<file path="src/rtl/ysyx_24090018_lsu.sv">
// Load/store unit: accepts one EXU result at a time, performs at most one memory
// access over a valid/ready request channel plus a response strobe, and hands the
// result to the WBU. FSM: IDLE -> (REQ -> WAIT ->) DONE -> IDLE.
// Optional feature macro: YSYX_24090018_MISALIGN_CHECK_EN adds misalign_o and
// completes misaligned half/word accesses without touching the bus.
module ysyx_24090018_lsu #(
    parameter int DATA_WIDTH = 32
) (
    input  logic                  clk,
    input  logic                  rst,
    input  logic                  in_valid,
    output logic                  in_ready,
    input  logic                  in_is_load,
    input  logic                  in_is_store,
    input  logic [2:0]            in_funct3,
    input  logic [DATA_WIDTH-1:0] in_addr,
    input  logic [DATA_WIDTH-1:0] in_wdata,
    input  logic [4:0]            in_rd,
    output logic                  mem_req_valid,
    input  logic                  mem_req_ready,
    output logic [DATA_WIDTH-1:0] mem_req_addr,
    output logic                  mem_req_wen,
    output logic [DATA_WIDTH-1:0] mem_req_wdata,
    output logic [3:0]            mem_req_wmask,
    input  logic                  mem_resp_valid,
    input  logic [DATA_WIDTH-1:0] mem_resp_rdata,
    output logic                  out_valid,
    input  logic                  out_ready,
    output logic [DATA_WIDTH-1:0] out_rdata,
    output logic [4:0]            out_rd,
    output logic                  out_wen
`ifdef YSYX_24090018_MISALIGN_CHECK_EN
    ,
    output logic                  misalign_o
`endif
);

    typedef enum logic [1:0] {StIdle, StReq, StWait, StDone} state_e;

    state_e state_q, state_d;

    logic                  is_load_q;
    logic                  is_store_q;
    logic [2:0]            funct3_q;
    logic [DATA_WIDTH-1:0] addr_q;
    logic [DATA_WIDTH-1:0] wdata_q;
    logic [DATA_WIDTH-1:0] rdata_q;
    logic [4:0]            rd_q;
    logic                  wen_q;

    logic                  accept;
    logic                  in_mem;
    logic                  skip_mem;
    logic [1:0]            off;
    logic [1:0]            acc_size;
    logic [3:0]            st_mask;
    logic [DATA_WIDTH-1:0] st_data;
    logic [DATA_WIDTH-1:0] shifted;
    logic [DATA_WIDTH-1:0] ld_data;

    // Access size: 0 byte, 1 half, 2 word. Unlisted encodings fall back to word.
    function automatic logic [1:0] size_of(input logic is_load, input logic [2:0] f3);
        if (f3 == 3'b000 || (is_load && f3 == 3'b100)) return 2'd0;
        if (f3 == 3'b001 || (is_load && f3 == 3'b101)) return 2'd1;
        return 2'd2;
    endfunction

    assign accept = in_valid && in_ready;
    assign in_mem = in_is_load || in_is_store;

`ifdef YSYX_24090018_MISALIGN_CHECK_EN
    logic [1:0] in_size;
    logic       misalign_q;

    // Detect misaligned half/word accesses at accept time so they bypass the bus.
    always_comb begin
        in_size  = size_of(in_is_load, in_funct3);
        skip_mem = in_mem && ((in_size == 2'd1 && in_addr[0]) ||
                              (in_size == 2'd2 && in_addr[1:0] != 2'b00));
    end

    // Misalign flag is captured with the transaction and shown only in DONE.
    always_ff @(posedge clk) begin
        if (rst) begin
            misalign_q <= 1'b0;
        end else if (accept) begin
            misalign_q <= skip_mem;
        end
    end

    assign misalign_o = misalign_q && (state_q == StDone);
`else
    assign skip_mem = 1'b0;
`endif

    // Byte-lane steering for stores and lane extraction for loads.
    always_comb begin
        off      = addr_q[1:0];
        acc_size = size_of(is_load_q, funct3_q);
        shifted  = mem_resp_rdata >> {off, 3'b000};
        st_mask  = 4'b1111;
        st_data  = wdata_q;
        ld_data  = mem_resp_rdata;
        unique case (acc_size)
            2'd0: begin
                st_mask = 4'b0001 << off;
                st_data = {4{wdata_q[7:0]}};
                ld_data = funct3_q[2] ? {{(DATA_WIDTH-8){1'b0}}, shifted[7:0]}
                                      : {{(DATA_WIDTH-8){shifted[7]}}, shifted[7:0]};
            end
            2'd1: begin
                // Shift truncates at the word edge, so off=3 keeps only lane 3.
                st_mask = 4'b0011 << off;
                st_data = {2{wdata_q[15:0]}};
                ld_data = funct3_q[2] ? {{(DATA_WIDTH-16){1'b0}}, shifted[15:0]}
                                      : {{(DATA_WIDTH-16){shifted[15]}}, shifted[15:0]};
            end
            default: begin
            end
        endcase
    end

    // Next-state logic.
    always_comb begin
        state_d = state_q;
        unique case (state_q)
            StIdle: begin
                if (in_valid) state_d = (in_mem && !skip_mem) ? StReq : StDone;
            end
            StReq: begin
                if (mem_req_ready) state_d = StWait;
            end
            StWait: begin
                if (mem_resp_valid) state_d = StDone;
            end
            StDone: begin
                if (out_ready) state_d = StIdle;
            end
            default: state_d = StIdle;
        endcase
    end

    // State register.
    always_ff @(posedge clk) begin
        if (rst) begin
            state_q <= StIdle;
        end else begin
            state_q <= state_d;
        end
    end

    // Transaction fields captured on accept; load result captured on response.
    always_ff @(posedge clk) begin
        if (rst) begin
            is_load_q  <= 1'b0;
            is_store_q <= 1'b0;
            funct3_q   <= 3'b000;
            addr_q     <= '0;
            wdata_q    <= '0;
            rdata_q    <= '0;
            rd_q       <= 5'd0;
            wen_q      <= 1'b0;
        end else if (accept) begin
            is_load_q  <= in_is_load;
            is_store_q <= in_is_store;
            funct3_q   <= in_funct3;
            addr_q     <= in_addr;
            wdata_q    <= in_wdata;
            rdata_q    <= in_mem ? '0 : in_addr;
            rd_q       <= in_rd;
            wen_q      <= (in_rd != 5'd0) && !in_is_store && !skip_mem;
        end else if (state_q == StWait && mem_resp_valid && is_load_q) begin
            rdata_q    <= ld_data;
        end
    end

    // Request fields are driven only in REQ and read as zero otherwise.
    always_comb begin
        in_ready      = (state_q == StIdle);
        mem_req_valid = (state_q == StReq);
        mem_req_addr  = '0;
        mem_req_wen   = 1'b0;
        mem_req_wdata = '0;
        mem_req_wmask = 4'b0000;
        if (state_q == StReq) begin
            mem_req_addr = {addr_q[DATA_WIDTH-1:2], 2'b00};
            if (is_store_q) begin
                mem_req_wen   = 1'b1;
                mem_req_wdata = st_data;
                mem_req_wmask = st_mask;
            end
        end
        out_valid = (state_q == StDone);
        out_rdata = rdata_q;
        out_rd    = rd_q;
        out_wen   = wen_q && (state_q == StDone);
    end

endmodule

</file>
<file path="config.mk">
export PLATFORM = sky130hd
export DESIGN_NAME = ysyx_24090018_lsu
export DESIGN_NICKNAME = d
export VERILOG_FILES = /design/src/rtl/ysyx_24090018_lsu.sv
export SDC_FILE = /design/constraint.sdc
export NUM_CORES = 1
export LEC_CHECK = 0
export BUFFER_PORTS_ARGS = -buffer_cell sky130_fd_sc_hd__buf_2
export CAP_MARGIN = 20
export CELL_PAD_IN_SITES_DETAIL_PLACEMENT = 1
export CELL_PAD_IN_SITES_GLOBAL_PLACEMENT = 2
export CORE_UTILIZATION = 23
export DETAILED_ROUTE_END_ITERATION = 8
export GPL_ROUTABILITY_DRIVEN = 0
export GPL_TIMING_DRIVEN = 0
export PLACE_DENSITY = 0.8
export SYNTH_ARGS = -nofsm -noshare
export SYNTH_HDL_FRONTEND = slang
export SYNTH_SLANG_ARGS = --single-unit
</file>
<file path="constraint.sdc">
create_clock -name clk -period 1.95 [get_ports clk]
set_clock_uncertainty 0.15 [all_clocks]
set_input_delay 0.0975 -clock clk [delete_from_list [all_inputs] [get_ports clk]]
set_output_delay 0.0975 -clock clk [all_outputs]
set_load 0.02 [all_outputs]
</file>
Word-level counts from Yosys, hierarchy flattened
Cells that the tools add are included.

storage, ports and cells
  bits of input ports = 112
  word-level logic and storage cells = 68
  output and inout port bits = 110
  bits in registers = 109

operators by class
  reduce and logical (&&, ||, !) cells = 17
  shifts and indexed selects = 3
  mux-type cells = 28
  equality and inequality tests = 11

operator list
  kind                                                                count
  32-bit 2-to-1 mux                                                   8
  32-bit case mux with 2 select lines                                 2
  32-bit by 5-bit right shift with 16-bit output                      1
  2-bit 2-to-1 mux                                                    9
  4-bit 2-to-1 mux                                                    2
  2-bit case mux with 4 select lines                                  1
  4-bit case mux with 2 select lines                                  1
  1-bit logical AND                                                   7
  3-bit == test (second input constant)                               2
  1-bit 2-to-1 mux                                                    5
  5-bit nonzero test                                                  1
  2-bit by 1-bit == test with 1-bit output (second input constant)    2
  2-bit == test (second input constant)                               2
  2-bit zero test                                                     2
  2-bit by 1-bit != test with 1-bit output (second input constant)    2
  2-bit != test (second input constant)                               2
  4-bit AND reduction                                                 1
  1-bit by 2-bit << shifter with 4-bit output (first input constant)  1
  2-bit by 2-bit << shifter with 4-bit output (first input constant)  1
  3-bit by 1-bit == test with 1-bit output (second input constant)    1
  3-bit zero test                                                     1
  1-bit logical OR                                                    3
  2-bit nonzero test                                                  1
  1-bit zero test                                                     1

Depth between registers and ports, before layout
Gate-level depths: netlist of the first run.

  word-level depth = 11
  gate-level depth with buffers = 9
  mapped depth without buffers = 6

Worst setup path before layout of the first run
OpenSTA, ideal clock, no wires.

  kind = register -> register
  start point = register state_q[0]
  end point = register rdata_q[20] (netlist: out_rdata[20])
  path slack = -0.274 ns
  arrival time = 2.000 ns
  library setup time = 0.074 ns
  data required time = 1.726 ns
  stages on the path, launching flop included = 9
  period minus slack after synthesis = 2.224 ns
  path buffers = 2
  cells stage by stage = dfxtp_1 > inv_1 > ha_1 > clkbuf_1 > a32oi_1 > clkbuf_1 > a31oi_1 > a211o_1 > a31oi_1

on the way
  elaborated cells on any way between the ends = 7
  those cells by class = 1 x eq/ne; 1 x mux; 5 x reduce/logical

RTL lines
  what                                                     RTL line  text
  start, declared                                          40        state_e state_q, state_d;
  start signal, assigned                                   146       state_q <= StIdle;
  start signal, assigned                                   148       state_q <= state_d;
  2-bit zero test (*)                                      179       in_ready = (state_q == StIdle);
  via in_ready                                             12        output logic in_ready,
  1-bit logical AND (*)                                    68        assign accept = in_valid && in_ready;
  32-bit 2-to-1 mux or 2-bit nonzero test (tied branches)  n/a
  end signal, assigned                                     169       rdata_q <= in_mem ? '0 : in_addr;
  end signal, assigned                                     173       rdata_q <= ld_data;
  end, declared                                            47        logic [DATA_WIDTH-1:0] rdata_q;

The timed path passes the listed nets; every way through them passes the cells marked *.
A chain may end at the register's enable or synchronous reset.

Worst setup path after layout of the first run
  start point = register addr_q[1]
  end point = register rdata_q[8] (netlist: out_rdata[8])

on the way
  word-level cells in the longest chain between the ends = 5
  elaborated cells on any way between the ends = 6
  those cells by class = 1 x shift; 5 x mux

ends and longest elaborated chain
  what                                                RTL line  text
  start, declared                                     45        logic [DATA_WIDTH-1:0] addr_q;
  start signal, assigned                              167       addr_q <= in_addr;
  32-bit by 5-bit right shift with 16-bit output (*)  100       shifted = mem_resp_rdata >> {off, 3'b000};
  32-bit 2-to-1 mux, on equally long branches         115, 108
  32-bit case mux with 2 select lines (*)             104       unique case (acc_size)
  32-bit 2-to-1 mux (*)                               172       end else if (state_q == StWait && mem_resp_valid && is_load_q) begin
  32-bit 2-to-1 mux (*)                               163       end else if (accept) begin

Mark *: on every way between the ends. The rest lies on a longest branch, timed or not. The select of a mux whose other input is x is not followed.

==> impl_results.md, run 1 <==
- Synth Area in Simple Gates: 24.89%
- Final ANT Viol Nets: 0
- DP HPWL: 20700 um
- Io pins: 222
- Yosys top cell area share: 38.45%
- Setup CP Type: reg -> reg
- Top_reg_cell synth: dfxtp_1
- Initial antenna violation count: 3
- Crit path max fanout: 6
- Top-count cell post-synth: nand2_1
- Final worst slack: -168.4 ps
- Total Routed Length: 30470 um
- Violated checks: setup timing
- Compound-Gate Fraction of Synth Area: 25.71%
- Largest cells by area after synthesis: dfxtp_1 (38%), nand2_1 (13%), a21oi_1 (9.8%)
- Critical path arrival: 2190 ps
- Synth cell count leaders: nand2_1 (202), a21oi_1 (111), dfxtp_1 (109)
- Overall power: 10.94 mW
- GRT Util Overall: 23.13%
- Hold Crit Class: in -> reg
- IO buf count: 218
- Share of cells above drive strength 1: 37.77%
- # rows: 57
- Design area: 0.01009 sq mm
- Overflow after GRT: 0
- Worst VDD drop: 0.0004058 V
- Max clock buf depth: 2
- Worst path required time: 2020 ps
- Max Clk Rate: 0.4721 GHz
- Async SR Flop Fraction: 0%
- Final setup viols: 31
- Largest family of logic cells by synthesized area: compound AO/OA/AOI/OAI gates
- Initial DRC Count: 443
- Multiplexer share of the synthesized area: 3.792%
- Crit path launch type: flop
- Leak pwr: 4.251 nW
- Final Hold Fails: 0
- TritonCTS buffer count: 9
- Met2 Use GR: 39.41%
- Area leader, netlist: dfxtp_1
- Met3 Use GR: 4.064%
- Synth warn: 0
- #FFs+latches synth: 109
- Pre-antenna DRT Iters: 5
- Cells after synthesis: 774
- XOR/XNOR share of the synthesized area: 0.1543%
- Pins Over Slew Limit: 0
- Routed via count: 7325
- Number of flops mapped to enable cells by yosys: 0
- Sequential fraction of the synthesis area: 38.45%
- Met1 usage: 29.42%
- Layout net count: 1252
- Clk_lat worst skew: 370 ps
- Status: complete, but fails checks
- Die height: 159.1 um
- Largest net degree at the start of global routing: 18
- Slew HR: 50.22%
- Worst-margin pin slew: 746.8 ps
- Area after DPL: 0.007246 sq mm
- Clk sink count: 109
- DR WL/cell: 20.76 um
- Vias per cell: 4.990
- Die width: 159.1 um
- Initial core utilization: 23.41%
- Syn Area/Cell: 7.333 sq um
- Clock Root Buffer: clkbuf_16
- Die area: 0.02531 sq mm
- CP Capture Type: flop
- Clock slew at reported path FFs: 80 ps
- First-pass GRT wire length: 44680 um
- Core ar.: 0.02425 sq mm
- Number of global-route vias before repair: 7517
- MaxCap Viol Count: 0
- Cell Area, Synth: 0.005675 sq mm
- Tcrit/Tclk final: 108.6%
- Top Usage Layer GRT: met2
- H-tree level count: 3
- Area grow syn2layout: 77.82%
- Final Critical Period: 2118 ps
- Netlist cell types: 43
- DRC viols: 0
- Dpl ws: -962.4 ps
- RSZ-0062 raised after global routing: yes
- Final Hold Slack: 32.16 ps
- CTS tree: built
- Pwr dens: 1084 mW/mm^2
- Adder-cell area share of the yosys netlist: 0.8818%
==> what timing repair did <==
action | CTS | global route
setup buffers | 20 | 13
gates resized for setup | 241 | 99
gates cloned | 7 | 0
endpoints found under the hold margin | 98 | 1
hold buffers | 97 | 1
endpoints found under the setup margin | 174 | 91
pin swaps | 28 | 44
==> stage by stage <==
step           utilization [%]  cells  TNS (ps)
2_1_floorplan                -    775    -214.3
3_3_place_gp             29.88   1317    -69750
3_5_place_dp             29.88   1317    -75480
4_1_cts                  39.54   1451     -2573
5_1_grt                  41.61   1467     -4832
6_report                 41.62   1468     -3043
==> worst paths after layout <==
check / startpoint / to / slack [ps] / depth (start not counted)
worst max register to register: addr_q[1] / out_rdata[8] / -170 / 5
worst min register to register: addr_q[10] / addr_q[10] / 300 / 2
worst max-delay path: addr_q[1] / out_rdata[8] / -170 / 5
worst min-delay path: in_is_store / wen_q / 30 / 4
==> state kept, by name, indices dropped and copies added (netlist names) <==
signal / count
out_rdata: 32
funct3_q: 3
state_q: 2
wen_q: 1
out_rd: 5
wdata_q: 32
addr_q: 32
is_store_q: 1
is_load_q: 1
==> logic make-up (layout without fill, tap and decap cells) <==
logic type,after synthesis,after routing
AO/OA/AOI/OAI,232,232
XOR/XNOR,1,1
adder cells (fa/ha/maj),4,4
buffers and inverters,85,451
flip-flops,109,109
multiplexers,20,20
other,1,5
AND/OR/NAND/NOR,322,322
==> cell usage in the layout, fill, tap and decap left out, drive strengths merged, types with 3 or more instances in the layout <==
master	n
nand2	202
clkbuf	61
inv	10
dlygate4sd3	98
nor3	7
and3	16
mux2i	17
a211oi	25
o311ai	7
a21oi	111
a2111oi	8
diode	3
and2	32
nor2	40
dfxtp	109
a31oi	33
a21o	7
nand2b	3
buf	280
o21ai	9
ha	4
o221ai	8
nor3b	8
a211o	16
nor4	7
==> power breakdown <==
part           switching [mW]  leakage (nW)  internal (mW)
logic                    3.44          3.21           2.40
registers               0.417         0.900           2.73
clock network           0.958         0.144          0.989
total                    4.82          4.25           6.12
==> cell type report <==
class	instances	area, sq um
fillers	2932	14160
multi-input cells	581	3910
repair buffers	356	2605
flip-flops and latches	109	2208
plain buffers	70	619.3
well taps	324	405.4
clock buffers	13	270.3
inverters	9	38.79
clock inverters	3	27.53
diodes	3	7.507
==> per-layer routing <==
layer	share of wire, %	vias up
met5	0	-
met4	2.4	0
met3	5.5	54
met2	49	281
met1	43	3564
li1	-	3426
==> critical path, cell delays in order, from the launching register on <==
cell and delay (ps):
dfxtp_4 380, mux4_2 510, a2111o_2 490, buf_12 170, a2111oi_4 190, a211oi_1 80
Power figures use the tool's default switching activity.
==> run 2, diff against run 1 <==
--- a/config.mk
+++ b/config.mk
@@ -13,7 +13,7 @@
 export DETAILED_ROUTE_END_ITERATION = 8
 export GPL_ROUTABILITY_DRIVEN = 0
 export GPL_TIMING_DRIVEN = 0
-export PLACE_DENSITY = 0.8
+export PLACE_DENSITY_LB_ADDON = 0.1
 export SYNTH_ARGS = -nofsm -noshare
 export SYNTH_HDL_FRONTEND = slang
 export SYNTH_SLANG_ARGS = --single-unit
==> run 2 against run 1 <==
  * The run ends with hold timing, setup timing left
  * Utilization is 0.18 points lower
  * Register-to-register slack better by 20 ps
  * Via count down 4.5%
  * Worst setup slack improved by 24 ps
  * Wire length is 4.0% lower
  * Combinational power decreased by 0.7%
  * Critical endpoint is now out_rdata[11]
==> impl_results.md, run 2 (synthesized netlist as in run 1, its figures left out) <==
- Cell count after placement: 1318 (was 1317)
- Final Critical Period: 2095 ps (was 2118 ps)
- Area occupied by multi-input gates: 0.003941 sq mm (was 0.003910 sq mm)
- Io pins: 222 (unchanged)
- Number of global-route vias before repair: 7363 (was 7517)
- Violated checks: hold timing, setup timing (was setup timing)
- Die height: 159.1 um (unchanged)
- Hold Crit Class: in -> reg (unchanged)
- Slew HR: 40.88% (was 50.22%)
- Max clock buf depth: 2 (unchanged)
- Max Clk Rate: 0.4774 GHz (was 0.4721 GHz)
- Pwr dens: 1077 mW/mm^2 (was 1084 mW/mm^2)
- Hold Buf Count CTS: 97 (unchanged)
- Register area: 0.002207 sq mm (was 0.002208 sq mm)
- Overall power: 10.82 mW (was 10.94 mW)
- MaxCap Viol Count: 0 (unchanged)
- Total Routed Length: 29250 um (was 30470 um)
- Tcrit/Tclk final: 107.4% (was 108.6%)
- Final ANT Viol Nets: 0 (unchanged)
- Die area: 0.02531 sq mm (unchanged)
- Setup CP Type: reg -> reg (unchanged)
- DP HPWL: 21040 um (was 20700 um)
- Area after DPL: 0.007253 sq mm (was 0.007246 sq mm)
- First-pass GRT wire length: 44150 um (was 44680 um)
- Dpl ws: -1069 ps (was -962.4 ps)
- Final worst slack: -144.7 ps (was -168.4 ps)
- CTS tree: built (unchanged)
- TritonCTS buffer count: 9 (unchanged)
- Initial DRC Count: 287 (was 443)
- IO buf count: 218 (unchanged)
- H-tree level count: 3 (unchanged)
- Crit path launch type: flop (unchanged)
- Pre-antenna DRT Iters: 4 (was 5)
- Leak pwr: 4.255 nW (was 4.251 nW)
- Final Hold Fails: 1 (was 0)
- Routed via count: 6992 (was 7325)
- GRT Util Overall: 22.95% (was 23.13%)
- Final Util: 41.44% (was 41.62%)
- Critical path arrival: 2170 ps (was 2190 ps)
- Pins Over Slew Limit: 0 (unchanged)
- DRC viols: 0 (unchanged)
- Final Hold Slack: -97.92 ps (was 32.16 ps)
- Fillers: 2948 (was 2932)
- RSZ-0062 raised after global routing: yes (unchanged)
- Vias per cell: 4.789 (was 4.990)
- Clk sink count: 109 (unchanged)
- Final setup viols: 24 (was 31)
- Commonest non-fill, non-tap cell in the layout: buf_2 (unchanged)
- Share of cells above drive strength 1: 37.94% (was 37.77%)
- ANT cells: 0 (was 3)
- Clock slew at reported path FFs: 80 ps (about the same)
- Area grow syn2layout: 77.07% (was 77.82%)
- # rows: 57 (unchanged)
- Worst-margin pin slew: 886.7 ps (was 746.8 ps)
- Design area: 0.01005 sq mm (was 0.01009 sq mm)
- Worst VDD drop: 0.0003590 V (was 0.0004058 V)
- Clock Root Buffer: clkbuf_16 (unchanged)
- Initial core utilization: 23.41% (unchanged)
- Largest net degree at the start of global routing: 19 (was 18)
- Final Instance Count excl. Fillers: 1460 (was 1468)
- Worst path required time: 2030 ps (was 2020 ps)
- Status: complete, but fails checks (unchanged)
- Core ar.: 0.02425 sq mm (unchanged)
- Die width: 159.1 um (unchanged)
- Clk_lat worst skew: 370 ps (about the same)
- Crit path max fanout: 7 (was 6)
- Initial antenna violation count: 0 (was 3)
- DR WL/cell: 20.03 um (was 20.76 um)
- Layout net count: 1247 (was 1252)
- CP Capture Type: flop (unchanged)
- Overflow after GRT: 0 (unchanged)
- Most frequent cells in the layout: buf_2 (196), nand2_1 (177), dfxtp_1 (101) (was buf_2 (191), nand2_1 (184), dfxtp_1 (100))
## run 2: final timing paths
| check | cells past startpoint | startpoint | slack, ps | end |
|---|---|---|---|---|
| worst min register to register | 2 | addr_q[9] | 300 | addr_q[9] |
| worst min-delay path | 3 | mem_resp_rdata[31] | -100 | out_rdata[31] |
| worst max-delay path | 5 | addr_q[1] | -140 | out_rdata[11] |
| worst max register to register | 5 | addr_q[1] | -140 | out_rdata[11] |
## run 2: area by class of cell
type | instances | share of cell area [%]
multi-input combinational | 581 | 39.22
sequential | 109 | 21.96
clock buffer | 9 | 2.241
clock inverter | 7 | 0.4856
tap | 324 | 4.034
timing repair buffer | 351 | 25.55
inverter | 9 | 0.3860
buffer | 70 | 6.126
## run 2: power by group
part / switching (mW) / total (mW) / internal [mW] / leakage, nW
Combinational: 3.40 / 5.81 / 2.42 / 3.22
Clock: 0.989 / 1.87 / 0.876 / 0.136
Sequential: 0.419 / 3.14 / 2.73 / 0.900
## run 2: worst max-delay path, stage by stage (launching register included)
cell	delay (ps)
dfxtp_4	380
mux4_2	510
a2111o_2	460
buf_12	170
a2111oi_4	200
a211oi_1	70
## run 2: what timing repair did
item | in CTS | in global routing
setup endpoints to repair | 174 | 105
hold endpoints to repair | 101 | 1
resized for setup | 278 | 58
pin swaps | 46 | 28
buffers inserted | 25 | 5
cloned | 4 | 1
## run 2: per-layer routing
metal	routed length (um)	GRT usage, %	vias up
li1	-	-	3424
met1	13110	29.17	3361
met2	14410	40.41	180
met3	1251	3.152	27
met4	465	6.294	0
met5	0	0	-
## run 2: metrics by stage
stage,TNS (ps),hold slack (ps)
2_1_floorplan,-214.3,83.46
3_3_place_gp,-85160,194.6
3_5_place_dp,-84750,196.7
4_1_cts,-2117,-111.0
5_1_grt,-3847,-99.21
6_report,-1464,-97.92
==> run 3, diff against run 2 <==
--- a/config.mk
+++ b/config.mk
@@ -9,10 +9,12 @@
 export CAP_MARGIN = 20
 export CELL_PAD_IN_SITES_DETAIL_PLACEMENT = 1
 export CELL_PAD_IN_SITES_GLOBAL_PLACEMENT = 2
+export CORE_MARGIN = 4
 export CORE_UTILIZATION = 23
 export DETAILED_ROUTE_END_ITERATION = 8
-export GPL_ROUTABILITY_DRIVEN = 0
+export GPL_ROUTABILITY_DRIVEN = 1
 export GPL_TIMING_DRIVEN = 0
+export HOLD_SLACK_MARGIN = 0.03
 export PLACE_DENSITY_LB_ADDON = 0.1
 export SYNTH_ARGS = -nofsm -noshare
 export SYNTH_HDL_FRONTEND = slang
==> run 3 against run 2 <==
  * Cell area is 1.7% higher
  * Highest routed layer unchanged
  * Maximum frequency decreased by 4.5%
  * Clock power is 14% higher
  * The flow still finishes with violations (hold timing, setup timing)
  * Die area increased by 7.7%
  * Combinational power grew 3%
  * Critical endpoint unchanged
  * Count of clock-buffer cells in the layout increased by 2
  * Sequential share of layout area fell by 0.41 points
  * Cell count up 0.41%
  * Sequential power is essentially flat
  * Total power up 4.0%
  * Hold slack gained 28 ps
  * First-iteration DRC count rose by 6.3%
==> impl_results.md, run 3 (synthesized netlist as in run 1, its figures left out) <==
- Final ANT Viol Nets: 0 (unchanged)
- Worst path required time: 2020 ps (was 2030 ps)
- Critical path arrival: 2260 ps (was 2170 ps)
- MaxCap Viol Count: 0 (unchanged)
- Routability cong.: 0.8160
- Die area: 0.02725 sq mm (was 0.02531 sq mm)
- Total Routed Length: 30390 um (was 29250 um)
- Initial core utilization: 23.34% (was 23.41%)
- Max Clk Rate: 0.4557 GHz (was 0.4774 GHz)
- Pre-antenna DRT Iters: 4 (unchanged)
- Buf/Inv on CP: 1 (unchanged)
- Area grow syn2layout: 80.14% (was 77.07%)
- Hold Buf Count CTS: 98 (was 97)
- Commonest non-fill, non-tap cell in the layout: buf_2 (unchanged)
- Clk_lat worst skew: 360 ps (was 370 ps)
- Hold Crit Class: in -> reg (unchanged)
- Worst R2R End: out_rdata[11] (unchanged)
- Hold_sp: mem_resp_rdata[31] (unchanged)
- P_sw: 4.819 mW (was 4.806 mW)
- Share of cells above drive strength 1: 37.34% (was 37.94%)
- Die height: 165.1 um (was 159.1 um)
- Number of global-route vias before repair: 7313 (was 7363)
- Setup CP Type: reg -> reg (unchanged)
- R2r setup slk: -240 ps (was -140 ps)
- Routed via count: 7021 (was 6992)
- DR WL/cell: 20.73 um (was 20.03 um)
- TritonCTS buffer count: 9 (unchanged)
- Tcrit/Tclk final: 112.5% (was 107.4%)
- Final setup viols: 38 (was 24)
- Vias per cell: 4.789 (about the same)
- R2r startpoint: addr_q[1] (unchanged)
- DRC viols: 0 (unchanged)
- Crit-path cells: mux4_2 -> a2111o_2 -> buf_12 -> a2111oi_4 -> a211oi_1 (unchanged)
- Io pins: 222 (unchanged)
- Initial antenna violation count: 0 (unchanged)
- Final Critical Period: 2194 ps (was 2095 ps)
- Depth of the most critical reg-to-reg path: 5 (unchanged)
- Worst-margin pin slew: 696.1 ps (was 886.7 ps)
- Crit path max-delay family: compound AO/OA/AOI/OAI gates (unchanged)
- Final Hold Fails: 1 (unchanged)
- Final worst slack: -244.4 ps (was -144.7 ps)
- Most frequent cells in the layout: buf_2 (191), nand2_1 (185), dfxtp_1 (102) (was buf_2 (196), nand2_1 (177), dfxtp_1 (101))
- Internal power: 6.437 mW (was 6.018 mW)
- Violated checks: hold timing, setup timing (unchanged)
- Clock slew at reported path FFs: 80 ps (about the same)
- Pins Over Slew Limit: 0 (unchanged)
- Max clock buf depth: 2 (unchanged)
- Leak pwr: 4.252 nW (was 4.255 nW)
- Slew HR: 53.59% (was 40.88%)
- CP Capture Type: flop (unchanged)
- Largest net degree at the start of global routing: 18 (was 19)
- Sw Ratio: 42.81% (was 44.40%)
- Overflow after GRT: 0 (unchanged)
- CTS tree: built (unchanged)
- First-pass GRT wire length: 43790 um (was 44150 um)
- Worst path slowest cell: a2111o_2 (was mux4_2)
- Pwr dens: 1101 mW/mm^2 (was 1077 mW/mm^2)
- Hold Path Cell Cnt: 3 (unchanged)
- # rows: 57 (unchanged)
- Launch point of the worst path: addr_q[1] (unchanged)
- Final Hold Slack: -70.42 ps (was -97.92 ps)
- GRT Util Overall: 21.37% (was 22.95%)
- RSZ-0062 raised after global routing: yes (unchanged)
- Die width: 165.1 um (was 159.1 um)
- Clock power share: 18.9% (was 17.2%)
- Clock Root Buffer: clkbuf_16 (unchanged)
- Initial DRC Count: 305 (was 287)
- Worst Hold Path EP: out_rdata[31] (unchanged)
- Status: complete, but fails checks (unchanged)
- Layout net count: 1252 (was 1247)
- Core ar.: 0.02432 sq mm (was 0.02425 sq mm)
- DP HPWL: 21650 um (was 21040 um)
- Clk sink count: 109 (unchanged)
- Crit path launch type: flop (unchanged)
- Slowest stage delay, CP: 530 ps (was 510 ps)
- Seq pwr share: 27.8% (was 29.1%)
- Overall power: 11.26 mW (was 10.82 mW)
- H-tree level count: 3 (unchanged)
- Dpl ws: -1164 ps (was -1069 ps)
- Worst VDD drop: 0.0004477 V (was 0.0003590 V)
- Gate power share: 53.3% (was 53.7%)
- IO buf count: 218 (unchanged)
- Crit path max fanout: 5 (was 7)
-- run 3: cell types whose count changed in the layout (fill, tap and decap cells not counted), moves of 5 or more --
cell	previous run	this run
buf_2	196	191
buf_4	39	31
buf_6	23	44
nand2_1	177	185
nand2_2	8	2
o21ai_1	0	7
o21ai_4	5	0
-- run 3: worst max path at each step --
| stage | end | cells past startpoint |
|---|---|---|
| 6_report | out_rdata[11] | 5 |
| 5_1_grt | out_rdata[11] | 5 |
| 4_1_cts | out_rdata[11] | 5 |
| 3_5_place_dp | addr_q[10] | 9 |
| 3_3_place_gp | addr_q[10] | 9 |
| 2_1_floorplan | out_rdata[14] | 5 |
-- run 3: worst reg2reg max path, cell delays in order, from the launching register on --
cell       delay, ps
dfxtp_4          380
mux4_2           530
a2111o_2         530
buf_12           170
a2111oi_4        210
a211oi_1          80
-- run 3: power groups by stage --
| stage | clock network, mW | registers (mW) | logic, mW |
|---|---|---|---|
| after floorplan | 0 | 3.26 | 2.47 |
| after global placement | 0 | 3.10 | 4.23 |
| after detailed placement | 0 | 3.10 | 4.25 |
| after CTS | 2.18 | 3.09 | 5.33 |
| after global routing | 2.24 | 3.19 | 6.47 |
| final | 2.13 | 3.13 | 6.00 |
-- run 3: through the flow --
stage | hold slack [ps] | instance area, sq um | std cells | TNS (ps) | util, %
6_report | -70.42 | 10220 | 1466 | -4042 | 42.04
5_1_grt | -59.19 | 10220 | 1465 | -7004 | 42.03
2_1_floorplan | 83.46 | 5749 | 775 | -214.3 | -
3_3_place_gp | 194.1 | 7246 | 1317 | -83490 | 29.79
3_5_place_dp | 198.7 | 7253 | 1318 | -85820 | 29.82
4_1_cts | -92.65 | 9440 | 1452 | -3959 | 38.82
-- run 3: area by class of cell --
type,count,area [sq um]
repair buffers,358,2771
well taps,324,405.4
diodes,1,2.502
clock buffers,11,242.7
plain buffers,68,558.0
inverters,9,36.28
flip-flops and latches,109,2203
clock inverters,5,82.58
multi-input cells,581,3921
fillers,2878,14100
-- run 3: what timing repair did --
| action | CTS | global route |
|---|---|---|
| endpoints found under the setup margin | 174 | 86 |
| endpoints found under the hold margin | 103 | 1 |
| gates resized for setup | 181 | 171 |
| gates cloned | 2 | 3 |
| pin swaps | 16 | 46 |
| buffers inserted | 25 | 11 |
-- run 3: layer usage --
| metal | global-route usage [%] | share of wire, % |
|---|---|---|
| met1 | 27.56 | 44 |
| met2 | 37.05 | 49 |
| met3 | 2.730 | 4.2 |
| met4 | 6.843 | 2.2 |
| met5 | 0 | 0 |
